===== src/rtl/ex_muldiv_pkg.sv =====
// Shared types and helpers for the iterative RV32M multiply/divide unit.
package ex_muldiv_pkg;

    localparam int MD_XLEN  = 32;
    localparam int MD_ITERS = 32;
    localparam int MD_CNT_W = 6;

    // Encoding follows RV32M funct3, so bit 2 separates divide from multiply.
    typedef enum logic [2:0] {
        MD_MUL    = 3'd0,
        MD_MULH   = 3'd1,
        MD_MULHSU = 3'd2,
        MD_MULHU  = 3'd3,
        MD_DIV    = 3'd4,
        MD_DIVU   = 3'd5,
        MD_REM    = 3'd6,
        MD_REMU   = 3'd7
    } md_ctrl_e;

    typedef enum logic [1:0] {
        MD_IDLE = 2'd0,
        MD_CALC = 2'd1,
        MD_SIGN = 2'd2,
        MD_DONE = 2'd3
    } md_state_e;

    function automatic logic md_is_div(md_ctrl_e c);
        return c[2];
    endfunction

    function automatic logic md_is_rem(md_ctrl_e c);
        return (c == MD_REM) || (c == MD_REMU);
    endfunction

    // rs1 is signed for every op except MULHU and the unsigned divides.
    function automatic logic md_a_signed(md_ctrl_e c);
        return (c == MD_MUL) || (c == MD_MULH) || (c == MD_MULHSU) ||
               (c == MD_DIV) || (c == MD_REM);
    endfunction

    // rs2 is signed only for MUL, MULH and the signed divides.
    function automatic logic md_b_signed(md_ctrl_e c);
        return (c == MD_MUL) || (c == MD_MULH) || (c == MD_DIV) || (c == MD_REM);
    endfunction

endpackage


===== src/rtl/ex_muldiv.sv =====
// Iterative RV32M multiply/divide unit for the EX stage. One shared shift
// datapath: {hi,lo} is the {acc,multiplier} pair for multiply and the
// {remainder,dividend/quotient} pair for restoring divide.
module ex_muldiv
    import ex_muldiv_pkg::*;
#(
    parameter int XLEN  = 32,
    parameter int ITERS = 32
) (
    input  logic            clk,
    input  logic            rst,
    input  logic            flush,
    input  logic            req,
    input  logic [2:0]      md_ctrl,
    input  logic [XLEN-1:0] rs1_data,
    input  logic [XLEN-1:0] rs2_data,
    output logic            stall,
    output logic            busy,
    output logic            done,
    output logic [XLEN-1:0] result
);

    md_state_e             state_q, state_d;
    md_ctrl_e              op_q, op_d;
    logic [MD_CNT_W-1:0]   cnt_q, cnt_d;
    logic [XLEN:0]         hi_q, hi_d;       // 33-bit remainder / accumulator
    logic [XLEN-1:0]       lo_q, lo_d;       // multiplier / dividend -> quotient
    logic [XLEN-1:0]       opnd_q, opnd_d;   // |multiplicand| or |divisor|
    logic                  neg_q, neg_d;
    logic [XLEN-1:0]       res_tmp_q, res_tmp_d;
    logic [XLEN-1:0]       result_q, result_d;

    md_ctrl_e              ctrl_in;
    logic                  a_neg, b_neg;
    logic [XLEN-1:0]       abs_a, abs_b;
    logic                  div_zero, div_ovf;
    logic [XLEN+1:0]       mul_sum;
    logic [XLEN:0]         div_shift;
    logic [XLEN+1:0]       div_diff;
    logic [2*XLEN-1:0]     prod, prod_s;
    logic [XLEN-1:0]       quo_s, rem_s;

    assign ctrl_in  = md_ctrl_e'(md_ctrl);
    assign a_neg    = md_a_signed(ctrl_in) & rs1_data[XLEN-1];
    assign b_neg    = md_b_signed(ctrl_in) & rs2_data[XLEN-1];
    // abs(0x80000000) wraps to 0x80000000 and is then used as unsigned.
    assign abs_a    = a_neg ? -rs1_data : rs1_data;
    assign abs_b    = b_neg ? -rs2_data : rs2_data;
    assign div_zero = md_is_div(ctrl_in) && (rs2_data == '0);
    assign div_ovf  = ((ctrl_in == MD_DIV) || (ctrl_in == MD_REM)) &&
                      (rs1_data == {1'b1, {(XLEN-1){1'b0}}}) && (rs2_data == '1);

    // Shift-add step: add multiplicand when the multiplier LSB is set, then shift right.
    assign mul_sum   = {1'b0, hi_q} + (lo_q[0] ? {2'b0, opnd_q} : '0);
    // Restoring step: shift next dividend bit into the remainder and trial-subtract.
    assign div_shift = {hi_q[XLEN-1:0], lo_q[XLEN-1]};
    assign div_diff  = {1'b0, div_shift} - {2'b0, opnd_q};

    assign prod   = {hi_q[XLEN-1:0], lo_q};
    assign prod_s = neg_q ? -prod : prod;
    assign quo_s  = neg_q ? -lo_q : lo_q;
    assign rem_s  = neg_q ? -hi_q[XLEN-1:0] : hi_q[XLEN-1:0];

    // Next-state and datapath update for the IDLE -> CALC -> SIGN -> DONE sequence.
    always_comb begin
        state_d   = state_q;
        op_d      = op_q;
        cnt_d     = cnt_q;
        hi_d      = hi_q;
        lo_d      = lo_q;
        opnd_d    = opnd_q;
        neg_d     = neg_q;
        res_tmp_d = res_tmp_q;
        result_d  = result_q;
        case (state_q)
            MD_IDLE: begin
                if (req) begin
                    op_d  = ctrl_in;
                    cnt_d = MD_CNT_W'(ITERS - 1);
                    hi_d  = '0;
                    neg_d = md_is_rem(ctrl_in) ? a_neg : (a_neg ^ b_neg);
                    if (md_is_div(ctrl_in)) begin
                        lo_d   = abs_a;
                        opnd_d = abs_b;
                    end else begin
                        lo_d   = abs_b;
                        opnd_d = abs_a;
                    end
                    if (div_zero) begin
                        res_tmp_d = md_is_rem(ctrl_in) ? rs1_data : '1;
                        state_d   = MD_DONE;
                    end else if (div_ovf) begin
                        res_tmp_d = md_is_rem(ctrl_in) ? '0 : rs1_data;
                        state_d   = MD_DONE;
                    end else begin
                        state_d   = MD_CALC;
                    end
                end
            end
            MD_CALC: begin
                if (md_is_div(op_q)) begin
                    if (!div_diff[XLEN+1]) begin
                        hi_d = div_diff[XLEN:0];
                        lo_d = {lo_q[XLEN-2:0], 1'b1};
                    end else begin
                        hi_d = div_shift;
                        lo_d = {lo_q[XLEN-2:0], 1'b0};
                    end
                end else begin
                    hi_d = mul_sum[XLEN+1:1];
                    lo_d = {mul_sum[0], lo_q[XLEN-1:1]};
                end
                if (cnt_q == '0) state_d = MD_SIGN;
                else             cnt_d   = cnt_q - 1'b1;
            end
            MD_SIGN: begin
                case (op_q)
                    MD_MUL:                     res_tmp_d = prod_s[XLEN-1:0];
                    MD_MULH, MD_MULHSU, MD_MULHU: res_tmp_d = prod_s[2*XLEN-1:XLEN];
                    MD_DIV, MD_DIVU:            res_tmp_d = quo_s;
                    default:                    res_tmp_d = rem_s;
                endcase
                state_d = MD_DONE;
            end
            default: begin
                result_d = res_tmp_q;
                state_d  = MD_IDLE;
            end
        endcase
        // A redirect kills whatever is in flight and leaves the visible result alone.
        if (flush) begin
            state_d  = MD_IDLE;
            result_d = result_q;
        end
    end

    // State and datapath registers; reset aborts any op without a done pulse.
    always_ff @(posedge clk or posedge rst) begin
        if (rst) begin
            state_q   <= MD_IDLE;
            op_q      <= MD_MUL;
            cnt_q     <= '0;
            hi_q      <= '0;
            lo_q      <= '0;
            opnd_q    <= '0;
            neg_q     <= 1'b0;
            res_tmp_q <= '0;
            result_q  <= '0;
        end else begin
            state_q   <= state_d;
            op_q      <= op_d;
            cnt_q     <= cnt_d;
            hi_q      <= hi_d;
            lo_q      <= lo_d;
            opnd_q    <= opnd_d;
            neg_q     <= neg_d;
            res_tmp_q <= res_tmp_d;
            result_q  <= result_d;
        end
    end

    assign busy   = (state_q != MD_IDLE);
    assign done   = (state_q == MD_DONE) & ~flush;
    assign stall  = req & ~done & ~rst;
    // The fresh result is visible on the done cycle itself, then held.
    assign result = done ? res_tmp_q : result_q;

endmodule


===== config.mk =====
export PLATFORM = sky130hd
export DESIGN_NAME = ex_muldiv
export DESIGN_NICKNAME = d
export VERILOG_FILES = /design/src/rtl/ex_muldiv_pkg.sv /design/src/rtl/ex_muldiv.sv
export SDC_FILE = /design/constraint.sdc
export NUM_CORES = 1
export LEC_CHECK = 0
export CAP_MARGIN = 25
export CORE_ASPECT_RATIO = 1.25
export CORE_MARGIN = 4
export CORE_UTILIZATION = 50
export CTS_CLUSTER_DIAMETER = 200
export DETAILED_ROUTE_END_ITERATION = 16
export PLACE_DENSITY = 0.69
export SETUP_SLACK_MARGIN = 0.5
export SYNTH_ARGS = -nofsm -noshare
export SYNTH_HDL_FRONTEND = slang
export SYNTH_SLANG_ARGS = --single-unit

===== constraint.sdc =====
create_clock -name clk -period 6.1 [get_ports clk]
set_input_delay 0.61 -clock clk [delete_from_list [all_inputs] [get_ports clk]]
set_output_delay 0.61 -clock clk [all_outputs]
set_load 0.1 [all_outputs]

==> out/metrics.sh <==
RUN_STATUS='finished, final reports clean'
SETUP_WS_PS=2080
TIMING.CRITICAL_PATH.FANOUT_MAX=10
MAX-CAP-VIOLATIONS=0
POST-CTS-SETUP-BUFFER-COUNT=0
SYNTH_TOP_AREA_SHARE_PCT=26.9
CRIT_PATH_END_KIND='flip-flop'
DIE-AREA_SQ_UM=35200
DIE_W_MICRONS=169
REPORT.FINAL.HOLD_VIOL_COUNT=0
PATH_CLK_SLEW_PS=80
RSZ0062_AT_GRT='false'
DESIGN.PORTCOUNT=106
YS_ASYNC_SR_FRACTION_PCT=100
SYNTH.AVG_CELL_AREA_SQ_UM=7.73
INITIAL_UTILIZATION_PCT=50.7
FMAX_GHz=0.249
TIMING_MAX_TRANSITION_VIOLATIONS_FINAL=0
POST_ROUTE_CELLS_DRIVE_ABOVE_1_SHARE_PCT=7.05
SETUP.WORST_PATH.END='hi_q[31]'
YOSYS.AREA_SHARE.XOR_XNOR_PCT=10.1
TIMING.HOLD.WORST.CLASS='flip-flop to flip-flop'
POST_CTS.RESIZED_INSTANCES=0
SYNTHMUXAREASHARE_PCT=6.33
COMBINATIONAL_FAMILY_WITH_THE_MOST_AREA_AFTER_SYNTHESIS='compound AO/OA/AOI/OAI gates'
GRT_ANTENNA_BEFORE_REPAIR=0
MAX_SLEW.WORST_PIN.SLEW_PS=1060
SYNTHADDERAREAFRAC_PCT=6.15
DPL.HPWL_MICRONS=45100
SYNTHDISTINCTLIBCELLS=89
NUM-NETS-FINAL=2234
POSTSYNTHNETCOUNT=2234
POSTLAYOUTCELLAREA_SQ_UM=17900
ROWS=73
HTREEDEPTH=4
ANT_NETS=0
REG2REG_FROM='hi_q[0]'
TOTAL_POWER_PER_UNIT_CELL_AREA_nW_PER_UM2=532
FLOORPLAN.CORE_AREA_SQ_UM=31800
GATE_COUNT_POST_SYNTH=2085
GRT_USAGE_PCT=33.0
WORSTHOLDSTART='opnd_q[2]'
WIRE_LENGTH_REPORTED_BY_THE_DETAILED_ROUTER_MICRONS=58900
DPL-INSTANCE-AREA_SQ_UM=17300
FIRST_GLOBAL_VIAS=15600
DETAILEDPLACE.WORSTSLACK_PS=1960
GPL.FINAL_WEIGHTED_CONGESTION=1.03
SYNTH_ENABLE_FLOP_CELLS=0
FINAL_UTIL_PCT=56.4
REGTOREGSETUPSLACK_PS=2080
FINALWORSTPATHREQUIREDPERIOD_PS=4020
CRITICAL_PATH.STARTPOINT_TYPE='flip-flop'
IR_WORST_VDD_V=0.000381
CRITPATHLAUNCH='hi_q[0]'
CLK_PATH_BUF_DEPTH=2
POSTSYNTHREGISTERBITS=173
SYNTH-SIMPLE-AREA-SHARE_PCT=19.3
CRITPATHREQUIREDTIME_PS=6480
R2R-END='hi_q[31]'
COMPOUND_CELL_AREA_SHARE_OF_THE_YOSYS_NETLIST_PCT=26.1
CLKLATENCYLATEPIN_PS=470
YS_SEQ_AREA_SHARE_PCT=26.9
NUMBER_OF_DRC_MARKERS_AFTER_THE_INITIAL_DETAILED_ROUTE_ITERATION=1481
GLOBAL_ROUTE.OVERFLOW_TOTAL=0
WORST_CLOCK_SKEW_PS=19.0
TRITONCTS='done'
DETAILEDROUTE.FIRSTPASSITERATIONCOUNT=9
R2R.WORST_PATH.CELLS=12
POWER_LEAKAGE_nW=7.32
DRC=0
POST-SYNTH-TOP-COUNT-CELL='sky130_fd_sc_hd__nor2_1'
CTS_ROOT_BUFFER='sky130_fd_sc_hd__clkbuf_16'
CTS.SINKS=173
SETUP-TNS-FINAL_PS=0
SYNTH_LARGEST_AREA_CELL='sky130_fd_sc_hd__dfrtp_1'
REMAINING_MAX_SLEW_BUDGET_AT_THE_TIGHTEST_PIN_PCT=29.2
GLOBAL_ROUTE_WIRE_LENGTH_BEFORE_REPAIR_MICRONS=91300
SETUP.WORST_PATH.CLASS='flip-flop to flip-flop'
DETAILROUTE.VIA_COUNT=16100
SYNTH_WARN=0
SYN_AREA_SQ_UM=16100
CRITICAL_PATH_ARRIVAL_PS=4400
CTS-BUFFERS-INSERTED=17
FINAL_MIN_PERIOD_OVER_CLOCK_PERIOD_PCT=65.8
SYNTHTOLAYOUTAREAGROWTH_PCT=11.3
CTS_HOLD_BUF=0
YS.FLOP_TYPE='sky130_fd_sc_hd__dfrtp_1'
FINALSETUPVIOLATIONS=0
PLACE.DETAILED.INSTANCES=2478
YS_TOP_CELLS_BY_AREA='sky130_fd_sc_hd__dfrtp_1 27%, sky130_fd_sc_hd__o21ai_0 6.4%, sky130_fd_sc_hd__ha_1 5.9%'
PORTBUFFERS=105
GRT_START_MAX_NET_PINS=92
SYNTH_COMMONEST_CELLS='214 x sky130_fd_sc_hd__nor2_1, 209 x sky130_fd_sc_hd__nand2_1, 206 x sky130_fd_sc_hd__o21ai_0'
FINAL_CELLS=2510
DETAIL_ROUTE.VIAS_PER_CELL=6.41
DIE_H_MICRONS=209
ANTENNA_CELLS_INSERTED=0
ROUTEDWLPERCELL_MICRONS=23.5
-- registers in the layout, indices dropped and copies added, names as in the netlist --
name	flops
cnt_q	6
state_q	2
neg_q	1
op_q	3
res_tmp_q	32
lo_q	32
result_q	32
hi_q	33
opnd_q	32
-- placed cells by master (no fill, tap or decap), types with 29 or more instances in the layout --
| cell type | instances |
|---|---|
| sky130_fd_sc_hd__a31oi_1 | 30 |
| sky130_fd_sc_hd__inv_1 | 69 |
| sky130_fd_sc_hd__a21oi_1 | 183 |
| sky130_fd_sc_hd__o21ai_0 | 204 |
| sky130_fd_sc_hd__ha_1 | 76 |
| sky130_fd_sc_hd__xnor2_1 | 85 |
| sky130_fd_sc_hd__mux2_2 | 56 |
| sky130_fd_sc_hd__nand4_1 | 29 |
| sky130_fd_sc_hd__nor2_1 | 213 |
| sky130_fd_sc_hd__nor3_1 | 38 |
| sky130_fd_sc_hd__xor2_1 | 101 |
| sky130_fd_sc_hd__nand2_1 | 208 |
| sky130_fd_sc_hd__dfrtp_1 | 171 |
| sky130_fd_sc_hd__mux2i_1 | 39 |
| sky130_fd_sc_hd__o31ai_1 | 35 |
| sky130_fd_sc_hd__clkdlybuf4s50_1 | 104 |
-- worst min path at each step --
stage                          to  depth (start not counted)
detailed placement     opnd_q[23]                          2
floorplan           res_tmp_q[11]                          2
global placement       opnd_q[22]                          2
global route           opnd_q[14]                          2
finish                  opnd_q[2]                          2
CTS                    opnd_q[23]                          2
-- critical path: stages, from the launching register on --
cell and delay (ps):
sky130_fd_sc_hd__dfrtp_1 580, sky130_fd_sc_hd__ha_1 270, sky130_fd_sc_hd__inv_1 60, sky130_fd_sc_hd__fa_1 380, sky130_fd_sc_hd__nand2b_1 180, sky130_fd_sc_hd__a21oi_1 290, sky130_fd_sc_hd__a32oi_1 320, sky130_fd_sc_hd__o31a_1 430
sky130_fd_sc_hd__o211a_1 260, sky130_fd_sc_hd__o41ai_2 580, sky130_fd_sc_hd__a41oi_1 230, sky130_fd_sc_hd__xor2_1 180, sky130_fd_sc_hd__o21ai_0 160
-- layout make-up --
type	count	area, sq um
sequential	173	4330
clock inverter	15	203
clock buffer	17	425
tap	412	515
inverter	72	275
timing repair buffer	125	1200
fill	3027	13800
multi-input combinational	1696	11000
-- routing by layer --
metal,vias to the layer above,part of all wire [%],global-route usage (%)
met3,166,7.1,5.26
li1,7534,-,-
met2,720,47,54.5
met5,-,0,0
met4,0,5.9,17.3
met1,7668,40,41.5
-- power by group --
part | switching, W | leakage (nW) | internal [W]
Sequential | 0.000534 | 2.13 | 0.00159
Clock | 0.000615 | 0.300 | 0.000569
Combinational | 0.00412 | 4.89 | 0.00212
-- logic make-up (layout without fill, tap and decap cells) --
| kind of cell | after synthesis | after routing |
|---|---|---|
| simple gates | 657 | 657 |
| xor+xnor | 186 | 186 |
| fa+ha+maj | 78 | 78 |
| mux | 95 | 95 |
| compound gates | 680 | 680 |
| flops | 173 | 173 |
| buf+inv | 216 | 229 |
-- stage by stage --
stage	total power (W)	hold WS, ps
after global routing	0.0102	502
after CTS	0.00945	489
final	0.00955	486
after detailed placement	0.00823	470
after global placement	0.00815	464
after floorplan	0.00653	443
(Power assumes the default switching activity.)
